[config.mk]
export PLATFORM = sky130hd
export DESIGN_NAME = gpr_exec_unit
export DESIGN_NICKNAME = d
export VERILOG_FILES = /design/src/rtl/gpr_exec_pkg.sv /design/src/rtl/gpr_exec_unit_mul.sv /design/src/rtl/gpr_exec_unit.sv
export SDC_FILE = /design/constraint.sdc
export NUM_CORES = 2
export LEC_CHECK = 0
export CORE_UTILIZATION = 55
export DETAILED_ROUTE_END_ITERATION = 10
export HOLD_SLACK_MARGIN = 0.02
export PLACE_DENSITY = 0.72
export SYNTH_ARGS = -nofsm -noshare
export SYNTH_HDL_FRONTEND = slang
export SYNTH_SLANG_ARGS = --single-unit
[constraint.sdc]
create_clock -name clk -period 15.37 [get_ports clk]
set_input_delay 1.537 -clock clk [delete_from_list [all_inputs] [get_ports clk]]
set_output_delay 1.537 -clock clk [all_outputs]
set_load 0.05 [all_outputs]
[src/rtl/gpr_exec_pkg.sv]
// Shared definitions for the clocked GPR execution unit.
// Contents: opcode values, instruction field positions, FSM state enum and
// bit positions inside the 4-bit flags word {sign, zero, carry, overflow}.
package gpr_exec_pkg;

    // Instruction field positions within the 32-bit IR
    localparam int OPER_LSB     = 27;
    localparam int OPER_W       = 5;
    localparam int RDST_LSB     = 22;
    localparam int RSRC1_LSB    = 17;
    localparam int IMM_MODE_BIT = 16;
    localparam int RSRC2_LSB    = 11;
    localparam int ISRC_W       = 16;

    // Opcodes; 12..31 are illegal
    localparam logic [4:0] OP_MOVSGPR = 5'd0;
    localparam logic [4:0] OP_MOV     = 5'd1;
    localparam logic [4:0] OP_ADD     = 5'd2;
    localparam logic [4:0] OP_SUB     = 5'd3;
    localparam logic [4:0] OP_MUL     = 5'd4;
    localparam logic [4:0] OP_OR      = 5'd5;
    localparam logic [4:0] OP_AND     = 5'd6;
    localparam logic [4:0] OP_XOR     = 5'd7;
    localparam logic [4:0] OP_XNOR    = 5'd8;
    localparam logic [4:0] OP_NAND    = 5'd9;
    localparam logic [4:0] OP_NOR     = 5'd10;
    localparam logic [4:0] OP_NOT     = 5'd11;

    typedef enum logic [1:0] {
        ST_IDLE   = 2'd0,
        ST_MUL    = 2'd1,
        ST_RETIRE = 2'd2
    } state_t;

    // Bit positions inside the flags word
    localparam int FLAG_SIGN  = 3;
    localparam int FLAG_ZERO  = 2;
    localparam int FLAG_CARRY = 1;
    localparam int FLAG_OVF   = 0;

endpackage

[src/rtl/gpr_exec_unit_mul.sv]
// Iterative shift-add multiplier retiring MUL_ITER multiplier bits per cycle.
// Ports: clk, sys_rst (sync, active high), start (load a/b and do first step),
//        a/b operands, busy (steps outstanding), done (one-cycle pulse once
//        product is final), product (2*DATA_W, valid while done is high).
// The first partial product is accumulated at the start edge, so after
// DATA_W/MUL_ITER edges the product is complete and done is raised.
module gpr_seq_mul #(
    parameter int DATA_W   = 16,
    parameter int MUL_ITER = 1
) (
    input  logic                  clk,
    input  logic                  sys_rst,
    input  logic                  start,
    input  logic [DATA_W-1:0]     a,
    input  logic [DATA_W-1:0]     b,
    output logic                  busy,
    output logic                  done,
    output logic [2*DATA_W-1:0]   product
);
    localparam int STEPS = DATA_W / MUL_ITER;
    localparam int CNT_W = $clog2(STEPS + 1);

    logic [2*DATA_W-1:0] mcand_r;
    logic [2*DATA_W-1:0] acc_r;
    logic [DATA_W-1:0]   mplier_r;
    logic [CNT_W-1:0]    cnt_r;
    logic                busy_r;
    logic                done_r;
    logic [2*DATA_W-1:0] partial_s;

    // Sum of the shifted multiplicand for each set bit of the retired slice
    function automatic logic [2*DATA_W-1:0] partial(input logic [2*DATA_W-1:0] m,
                                                    input logic [MUL_ITER-1:0] bits);
        logic [2*DATA_W-1:0] sum;
        sum = {(2*DATA_W){1'b0}};
        for (int i = 0; i < MUL_ITER; i++) begin
            if (bits[i]) begin
                sum = sum + (m << i);
            end else begin
                sum = sum;
            end
        end
        return sum;
    endfunction

    // Partial product for this cycle: from fresh operands on start, else from state
    always_comb begin
        partial_s = {(2*DATA_W){1'b0}};
        if (start) begin
            partial_s = partial({{DATA_W{1'b0}}, a}, b[MUL_ITER-1:0]);
        end else begin
            partial_s = partial(mcand_r, mplier_r[MUL_ITER-1:0]);
        end
    end

    // Shift-add datapath and step counter
    always_ff @(posedge clk) begin
        if (sys_rst) begin
            mcand_r  <= {(2*DATA_W){1'b0}};
            acc_r    <= {(2*DATA_W){1'b0}};
            mplier_r <= {DATA_W{1'b0}};
            cnt_r    <= {CNT_W{1'b0}};
            busy_r   <= 1'b0;
            done_r   <= 1'b0;
        end else if (start) begin
            acc_r    <= partial_s;
            mcand_r  <= {{DATA_W{1'b0}}, a} << MUL_ITER;
            mplier_r <= b >> MUL_ITER;
            cnt_r    <= CNT_W'(1);
            busy_r   <= 1'b1;
            done_r   <= 1'b0;
        end else if (busy_r) begin
            acc_r    <= acc_r + partial_s;
            mcand_r  <= mcand_r << MUL_ITER;
            mplier_r <= mplier_r >> MUL_ITER;
            cnt_r    <= cnt_r + CNT_W'(1);
            if (cnt_r == CNT_W'(STEPS - 1)) begin
                busy_r <= 1'b0;
                done_r <= 1'b1;
            end else begin
                done_r <= 1'b0;
            end
        end else begin
            done_r <= 1'b0;
        end
    end

    assign busy    = busy_r;
    assign done    = done_r;
    assign product = acc_r;

endmodule

[src/rtl/gpr_exec_unit.sv]
// Clocked GPR execution unit: accepts one instruction per ir_valid/ir_ready
// handshake, executes it against a registered GPR file and SGPR, updates the
// flags and pulses done (plus err for illegal opcodes) in the RETIRE state.
// Ports: clk, sys_rst (sync, active high), ir_in/ir_valid/ir_ready handshake,
//        done/err retire pulses, flags {sign,zero,carry,overflow},
//        dbg_addr/dbg_data combinational GPR read, sgpr contents.
module gpr_exec_unit
    import gpr_exec_pkg::*;
#(
    parameter int DATA_W   = 16,
    parameter int NREG     = 32,
    parameter int MUL_ITER = 1
) (
    input  logic                    clk,
    input  logic                    sys_rst,
    input  logic [31:0]             ir_in,
    input  logic                    ir_valid,
    output logic                    ir_ready,
    output logic                    done,
    output logic                    err,
    output logic [3:0]              flags,
    input  logic [$clog2(NREG)-1:0] dbg_addr,
    output logic [DATA_W-1:0]       dbg_data,
    output logic [DATA_W-1:0]       sgpr
);
    localparam int AW  = $clog2(NREG);
    localparam int MSB = DATA_W - 1;

    state_t              state_r;
    logic [DATA_W-1:0]   gpr_r [NREG];
    logic [DATA_W-1:0]   sgpr_r;
    logic [3:0]          flags_r;
    logic                done_r;
    logic                err_r;
    logic [AW-1:0]       mul_rdst_r;

    logic [4:0]          op_s;
    logic [AW-1:0]       rdst_s;
    logic [AW-1:0]       rsrc1_s;
    logic [AW-1:0]       rsrc2_s;
    logic                imm_mode_s;
    logic [DATA_W-1:0]   imm_s;
    logic [DATA_W-1:0]   op1_s;
    logic [DATA_W-1:0]   op2_s;
    logic [DATA_W-1:0]   src_s;
    logic [DATA_W-1:0]   result_s;
    logic [DATA_W:0]     sum_s;
    logic                carry_s;
    logic                ovf_s;
    logic                legal_s;
    logic                is_mul_s;
    logic                accept_s;
    logic [3:0]          flags_next_s;
    logic [3:0]          mul_flags_s;
    logic                mul_start_s;
    logic                mul_busy_s;
    logic                mul_done_s;
    logic [2*DATA_W-1:0] mul_prod_s;

    assign op_s       = ir_in[OPER_LSB +: OPER_W];
    assign rdst_s     = ir_in[RDST_LSB +: AW];
    assign rsrc1_s    = ir_in[RSRC1_LSB +: AW];
    assign rsrc2_s    = ir_in[RSRC2_LSB +: AW];
    assign imm_mode_s = ir_in[IMM_MODE_BIT];

    // Immediate: zero-extend isrc, or truncate when DATA_W is narrower
    always_comb begin
        imm_s = {DATA_W{1'b0}};
        for (int i = 0; i < DATA_W; i++) begin
            imm_s[i] = (i < ISRC_W) ? ir_in[i] : 1'b0;
        end
    end

    assign op1_s    = gpr_r[rsrc1_s];
    assign op2_s    = imm_mode_s ? imm_s : gpr_r[rsrc2_s];
    assign src_s    = imm_mode_s ? imm_s : op1_s;
    assign sum_s    = {1'b0, op1_s} + {1'b0, op2_s};
    assign ir_ready = (state_r == ST_IDLE) & ~sys_rst;
    assign accept_s = ir_valid & ir_ready;

    // Single-cycle ALU and opcode legality
    always_comb begin
        result_s = {DATA_W{1'b0}};
        carry_s  = 1'b0;
        ovf_s    = 1'b0;
        legal_s  = 1'b1;
        is_mul_s = 1'b0;
        case (op_s)
            OP_MOVSGPR: result_s = sgpr_r;
            OP_MOV:     result_s = src_s;
            OP_ADD: begin
                result_s = sum_s[DATA_W-1:0];
                carry_s  = sum_s[DATA_W];
                ovf_s    = (op1_s[MSB] == op2_s[MSB]) && (result_s[MSB] != op1_s[MSB]);
            end
            OP_SUB: begin
                result_s = op1_s - op2_s;
                carry_s  = (op1_s < op2_s);
                ovf_s    = (op1_s[MSB] != op2_s[MSB]) && (result_s[MSB] != op1_s[MSB]);
            end
            OP_MUL:     is_mul_s = 1'b1;
            OP_OR:      result_s = op1_s | op2_s;
            OP_AND:     result_s = op1_s & op2_s;
            OP_XOR:     result_s = op1_s ^ op2_s;
            OP_XNOR:    result_s = ~(op1_s ^ op2_s);
            OP_NAND:    result_s = ~(op1_s & op2_s);
            OP_NOR:     result_s = ~(op1_s | op2_s);
            OP_NOT:     result_s = ~src_s;
            default:    legal_s  = 1'b0;
        endcase
    end

    // Flag words for the single-cycle result and the multiplier result
    always_comb begin
        flags_next_s              = 4'b0000;
        flags_next_s[FLAG_SIGN]   = result_s[MSB];
        flags_next_s[FLAG_ZERO]   = (result_s == {DATA_W{1'b0}});
        flags_next_s[FLAG_CARRY]  = carry_s;
        flags_next_s[FLAG_OVF]    = ovf_s;
        mul_flags_s               = 4'b0000;
        mul_flags_s[FLAG_SIGN]    = mul_prod_s[MSB];
        mul_flags_s[FLAG_ZERO]    = (mul_prod_s[DATA_W-1:0] == {DATA_W{1'b0}});
        mul_flags_s[FLAG_CARRY]   = (mul_prod_s[2*DATA_W-1:DATA_W] != {DATA_W{1'b0}});
        mul_flags_s[FLAG_OVF]     = (mul_prod_s[2*DATA_W-1:DATA_W] != {DATA_W{1'b0}});
    end

    assign mul_start_s = accept_s & is_mul_s & ~mul_busy_s;

    gpr_seq_mul #(
        .DATA_W   (DATA_W),
        .MUL_ITER (MUL_ITER)
    ) u_mul (
        .clk     (clk),
        .sys_rst (sys_rst),
        .start   (mul_start_s),
        .a       (op1_s),
        .b       (op2_s),
        .busy    (mul_busy_s),
        .done    (mul_done_s),
        .product (mul_prod_s)
    );

    // Control FSM, register file, SGPR, flags and retire pulses
    always_ff @(posedge clk) begin
        if (sys_rst) begin
            for (int i = 0; i < NREG; i++) begin
                gpr_r[i] <= {DATA_W{1'b0}};
            end
            sgpr_r     <= {DATA_W{1'b0}};
            flags_r    <= 4'b0000;
            done_r     <= 1'b0;
            err_r      <= 1'b0;
            mul_rdst_r <= {AW{1'b0}};
            state_r    <= ST_IDLE;
        end else begin
            case (state_r)
                ST_IDLE: begin
                    done_r <= 1'b0;
                    err_r  <= 1'b0;
                    if (accept_s) begin
                        if (is_mul_s) begin
                            mul_rdst_r <= rdst_s;
                            state_r    <= ST_MUL;
                        end else begin
                            // Illegal opcodes retire with err and leave state untouched
                            if (legal_s) begin
                                gpr_r[rdst_s] <= result_s;
                                flags_r       <= flags_next_s;
                            end else begin
                                flags_r <= flags_r;
                            end
                            done_r  <= 1'b1;
                            err_r   <= ~legal_s;
                            state_r <= ST_RETIRE;
                        end
                    end else begin
                        state_r <= ST_IDLE;
                    end
                end
                ST_MUL: begin
                    err_r <= 1'b0;
                    if (mul_done_s) begin
                        gpr_r[mul_rdst_r] <= mul_prod_s[DATA_W-1:0];
                        sgpr_r            <= mul_prod_s[2*DATA_W-1:DATA_W];
                        flags_r           <= mul_flags_s;
                        done_r            <= 1'b1;
                        state_r           <= ST_RETIRE;
                    end else begin
                        done_r  <= 1'b0;
                        state_r <= ST_MUL;
                    end
                end
                ST_RETIRE: begin
                    done_r  <= 1'b0;
                    err_r   <= 1'b0;
                    state_r <= ST_IDLE;
                end
                default: begin
                    done_r  <= 1'b0;
                    err_r   <= 1'b0;
                    state_r <= ST_IDLE;
                end
            endcase
        end
    end

    assign done     = done_r;
    assign err      = err_r;
    assign flags    = flags_r;
    assign sgpr     = sgpr_r;
    assign dbg_data = gpr_r[dbg_addr];

endmodule

Word-level counts from Yosys, hierarchy flattened
Memory sizes are Yosys's and may differ from the RTL's.
Cells that the tools add are included.
Cells by class
  $lt $le $gt $ge: 1
  $add $sub $neg: 4
  equality and inequality tests: 21
  reduce and logical (&&, ||, !) cells: 18
  muxes and demuxes: 52
  bitwise logic cells: 16
Operators by type and width (number)
  $pmux 16 s11: 1
  $mux 32: 4
  $mux 16: 5
  $not 16->16: 4
  $mux 17: 2
  $add 32x32->32: 1
  $logic_not 16->1: 2
  $reduce_or 16->1: 2
  $mux 15: 2
  $eq 5x4->1 const B: 5
  $mux 1: 24
  $eq 5x3->1 const B: 4
  $add 16x16->17: 1
  $and 16x16->16: 1
  $lt 16x16->1: 1
  $mux 4: 4
  $or 16x16->16: 1
  $reduce_bool 16->1: 1
  $sub 16x16->16: 1
  $xor 16x16->16: 1
  $reduce_or 12->1: 1
  $eq 5x2->1 const B: 2
  $mux 5: 2
  $pmux 4 s2: 1
  22 further kinds: 39
Word-level totals
  register bits after elaboration: 114
  memories kept: 1
  logic and storage cells: 127
  RAM bits: 512
  bits of input ports: 40
  output and inout port bits: 39
Memory list
  gpr_r: depth 32, bits a word 16, read ports 3, clocked after memory_dff 0, wr ports 32, line gpr_exec_unit.sv:30  | logic [DATA_W-1:0] gpr_r [NREG];

Longest topological paths before layout
  depth after elaboration: 12
  mapped depth: 24
  gate-level depth less buffers: 19

Modules after synthesis
From an unflattened synthesis, not the netlist that was laid out.
Unflattened totals
  cell total of the unflattened synthesis: 3427
  area total of the unflattened synthesis: 40475.1 sq um
Modules (own cells, without submodules)
  gpr_exec_unit: sequential area each 15935.3 sq um, area an instance 35180.0 sq um, cells each 2764, instances 1
  gpr_seq_mul: sequential area each 1701.6 sq um, area an instance 5295.1 sq um, cells each 663, instances 1

Worst setup path before layout
No wires, ideal clock.
  kind: input to register
  from: in ir_in[11]
  to: mem gpr_r[10][15] (data pin)
  buffers on the path: 5
  data required time: 15.104 ns
  slack: 8.412 ns
  data arrival time: 6.692 ns
  stages: 21
  library setup time: 0.266 ns
  path through: clkbuf_1 -> buf_2 -> clkbuf_1 -> buf_2 -> mux4_2 -> mux4_2 -> mux2i_1 -> a21oi_1 -> inv_1 -> ha_1 -> o21ba_2 -> or4_1 -> nand3_1 -> a2111oi_0 -> o41a_1 -> o311ai_1 -> a32oi_1 -> o21bai_1 -> mux2i_1 -> buf_2 -> nor2_1
RTL lines
  start, declared: line gpr_exec_unit.sv:16  | input logic [31:0] ir_in,
  end, declared: line gpr_exec_unit.sv:30

==> metrics.cfg <==
[pwr]
p_int_mw=3.25
total_power_mw=4.60
sw_frac_of_total_pct=29.3
p_leak_nw=15.6
clockPowerShare_pct=39.0
power_density_nw_per_um2=104
pwr-share-seq_pct=41.7
irDropWorstVdd_mv=0.0748
switching_power_mw=1.35
power_frac_comb_pct=19.3

[sta]
slew_violations=0
rsz0062_at_grt=false
layout_min_cycle_time_ps=9100
max_slew_margin_pct=8.27
hold_viol_final=0
whs_ps=462
max_freq_mhz=110
fin_crit_sh_pct=59.2
timing.setup.tns_ps=0
fin_skew_ps=41.2
setup_viol=0
layout_setup_ws_ps=6270
worst_slew_pin_slew_ps=1340

[synthesis]
synthCells=3376
synth_seq_cells=625
synth_top_area_cell=edfxtp_1
synth.avg_cell_area_um2=11.9
synth_top_area_share_pct=38.1
ys_top_cells_by_area=edfxtp_1 (38%), mux4_2 (23%), nor2_1 (6.6%)
synth_compound_area_share_pct=8.17
synth-edff-count=512
synth_ff_type=edfxtp_1
synthArstFlopShare_pct=0
synth_fa_ha_area_share_pct=2.63
yosys.area_share.simple_pct=12.7
yosys-top-cells-count=nor2_1 (710), edfxtp_1 (512), mux4_2 (419)
synthMuxAreaShare_pct=28.2
synth.distinct_cells=101
yosys_warnings=0
yosysMostFrequentCell=nor2_1
ys_seq_area_share_pct=43.7
synth_xor_area_share_pct=0.478
synth_top_family_by_area=multiplexers
syn_area_um2=40300
synth_fp_nets=3499

[die]
pin_count=79
dieArea_um2=74400
start_util_pct=56.0
die_h_um=273
row_count=98
fp.dieW_um=273
core_um2=72000

[route]
drc=0
ant_nets=0
drtPass1Iterations=5
drt_iter0_drc=4981
viasPerCell=7.36
wirelength_um=145000
wl_per_cell_um=33.4
via_count=31900

[critical_path]
crit_type=input pin to flip-flop
worstPathCellList=buf_6 > buf_4 > mux4_2 > mux4_2 > mux2_2 > o21ai_0 > inv_1 > ha_1 > inv_1 > fa_1 > nor2b_1 > nor2_1 > o311ai_0 > a21oi_1 > o21ai_0 > nor2_1 > a221o_1 > a211oi_1 > a21o_1 > nor2_1
r2r_cells=18
cp-start-kind=input pin
critPathSlowestCell=a21o_1
crit_buf_inv=4
crit_required_ps=15680
path_delay_family=compound AO/OA/AOI/OAI gates
cp_data_arrival_time_ps=9420
reg2reg_slack_ps=8280
path_max_fanout=64
r2r_end=gpr_r[10][12]$_SDFFCE_PN0P_
cp_common_cell=nor2_1
crit_path_end_kind=flip-flop
r2r-start=gpr_r[14][0]$_SDFFCE_PN0P_
slowest_delay_ps=990

[clock_network]
clock_path_buffers=3
holdBufCountCts=0
ctsResizeCount=0
cts.sinks=625
clock_latency_ps=650
cts_buffers=72
post-cts-setup-buffers=0
htree_levels=3
cts_root_buf=clkbuf_16
cts_tree=built
path_clk_slew_ps=50

[placement]
hpwl_um=95300
port_buffers=78
dp_slack_ps=5840
place_inst=4209
place_area_um2=41800
place_congestion=0.983

[global_route]
grt_use_total_pct=39.2
grt_pass1_vias=30900
gr-total-overflow=0
grt_max_degree=81
antenna_found_initial=4
grt_pass1_wl_um=210000

[finish]
area_growth_pct=9.55
fin_nets=3456
fin_area_um2=44200
layout-drive-gt1-share_pct=21.1
fin_util_pct=61.4
layoutNonFillerInstCount=4336

[min_path]
worstHoldStart=flags[1]$_SDFFE_PP0P_
hold_path_end=flags[1]$_SDFFE_PP0P_
hold_depth=2
hp-class=flip-flop to flip-flop

[run_status]
status=finished, final reports clean

[flow_run]
maxCapViolCount=0

==> power by group through the flow <==
stage / registers (mW) / logic [mW] / clock network [mW]
finish: 1.92 / 0.888 / 1.79
global route: 1.92 / 0.920 / 1.86
CTS: 1.91 / 0.866 / 1.79
detailed placement: 1.95 / 0.861 / 0
global placement: 1.94 / 0.855 / 0
floorplan: 1.94 / 0.596 / 0
==> registers in the layout (all words and copies together), names as in the netlist, 2 cells and up, named ones only <==
signal / cells
u_mul.cnt_r: 5
gpr_r: 512
state_r: 2
u_mul.product: 31
flags: 4
u_mul.mplier_r: 15
sgpr: 16
u_mul.mcand_r: 31
mul_rdst_r: 5
==> worst max-delay path by stage <==
stage / from / end / slack (ps) / depth (start not counted)
2_1_floorplan: ir_in[11] / gpr_r[10][15]$_SDFFCE_PN0P_ / 8410 / 21
3_3_place_gp: ir_in[11] / gpr_r[18][11]$_SDFFCE_PN0P_ / 5910 / 18
3_5_place_dp: ir_in[11] / gpr_r[29][11]$_SDFFCE_PN0P_ / 5840 / 18
4_1_cts: ir_in[11] / gpr_r[29][11]$_SDFFCE_PN0P_ / 6500 / 18
5_1_grt: ir_in[11] / gpr_r[29][11]$_SDFFCE_PN0P_ / 5920 / 18
6_report: ir_in[12] / gpr_r[10][12]$_SDFFCE_PN0P_ / 6270 / 20
==> worst min-delay path: stages, from the launching register on <==
cell and delay, ps:
dfxtp_1 310, nand2_1 50, a21oi_1 50
==> cells by family (layout without fill, tap and decap cells) <==
| family | count (synthesis) | after routing |
|---|---|---|
| xor+xnor | 22 | 22 |
| buf+inv | 363 | 372 |
| flops | 625 | 625 |
| compound gates | 500 | 500 |
| other cells | 0 | 1 |
| simple gates | 1209 | 1209 |
| fa+ha+maj | 83 | 83 |
| mux | 574 | 574 |
==> per-layer routing <==
metal	up-vias	GRT usage, %	routed length [µm]
li1	12800	-	-
met1	15700	53.1	50600
met2	2820	56.8	62400
met3	551	10.1	21300
met4	2	24.1	10400
met5	-	0	20
==> cells in the final DEF, fill, tap and decap left out, types with 12 or more instances in the layout <==
master and n:
or3_1 13, buf_4 100, nor2_1 709, a21oi_1 181, a31oi_1 19, and2_1 21, mux2_2 24, dfxtp_1 112
ha_1 80, clkbuf_16 74, a21o_1 20, inv_1 66, mux2i_1 101, clkdlybuf4s50_1 66, mux4_2 419, nor4_1 12
mux4_1 20, nand2b_1 54, a211oi_1 31, o21ai_0 69, nand2_1 258, edfxtp_1 512, nor3_1 37, a221oi_1 12
a22oi_1 20, o211ai_1 17, xnor2_1 16, nor2b_1 17, nand3_1 30
==> area by class of cell <==
type                       count  area (µm²)
fill                        5463       27800
multi-input combinational   2388       21200
sequential                   625       17600
clock buffer                  85        1930
timing repair buffer         177        1510
tap                          950        1190
clock inverter                41         484
inverter                      69         259
antenna                        1        2.50
Note: power is estimated with default switching activity, not from simulation.
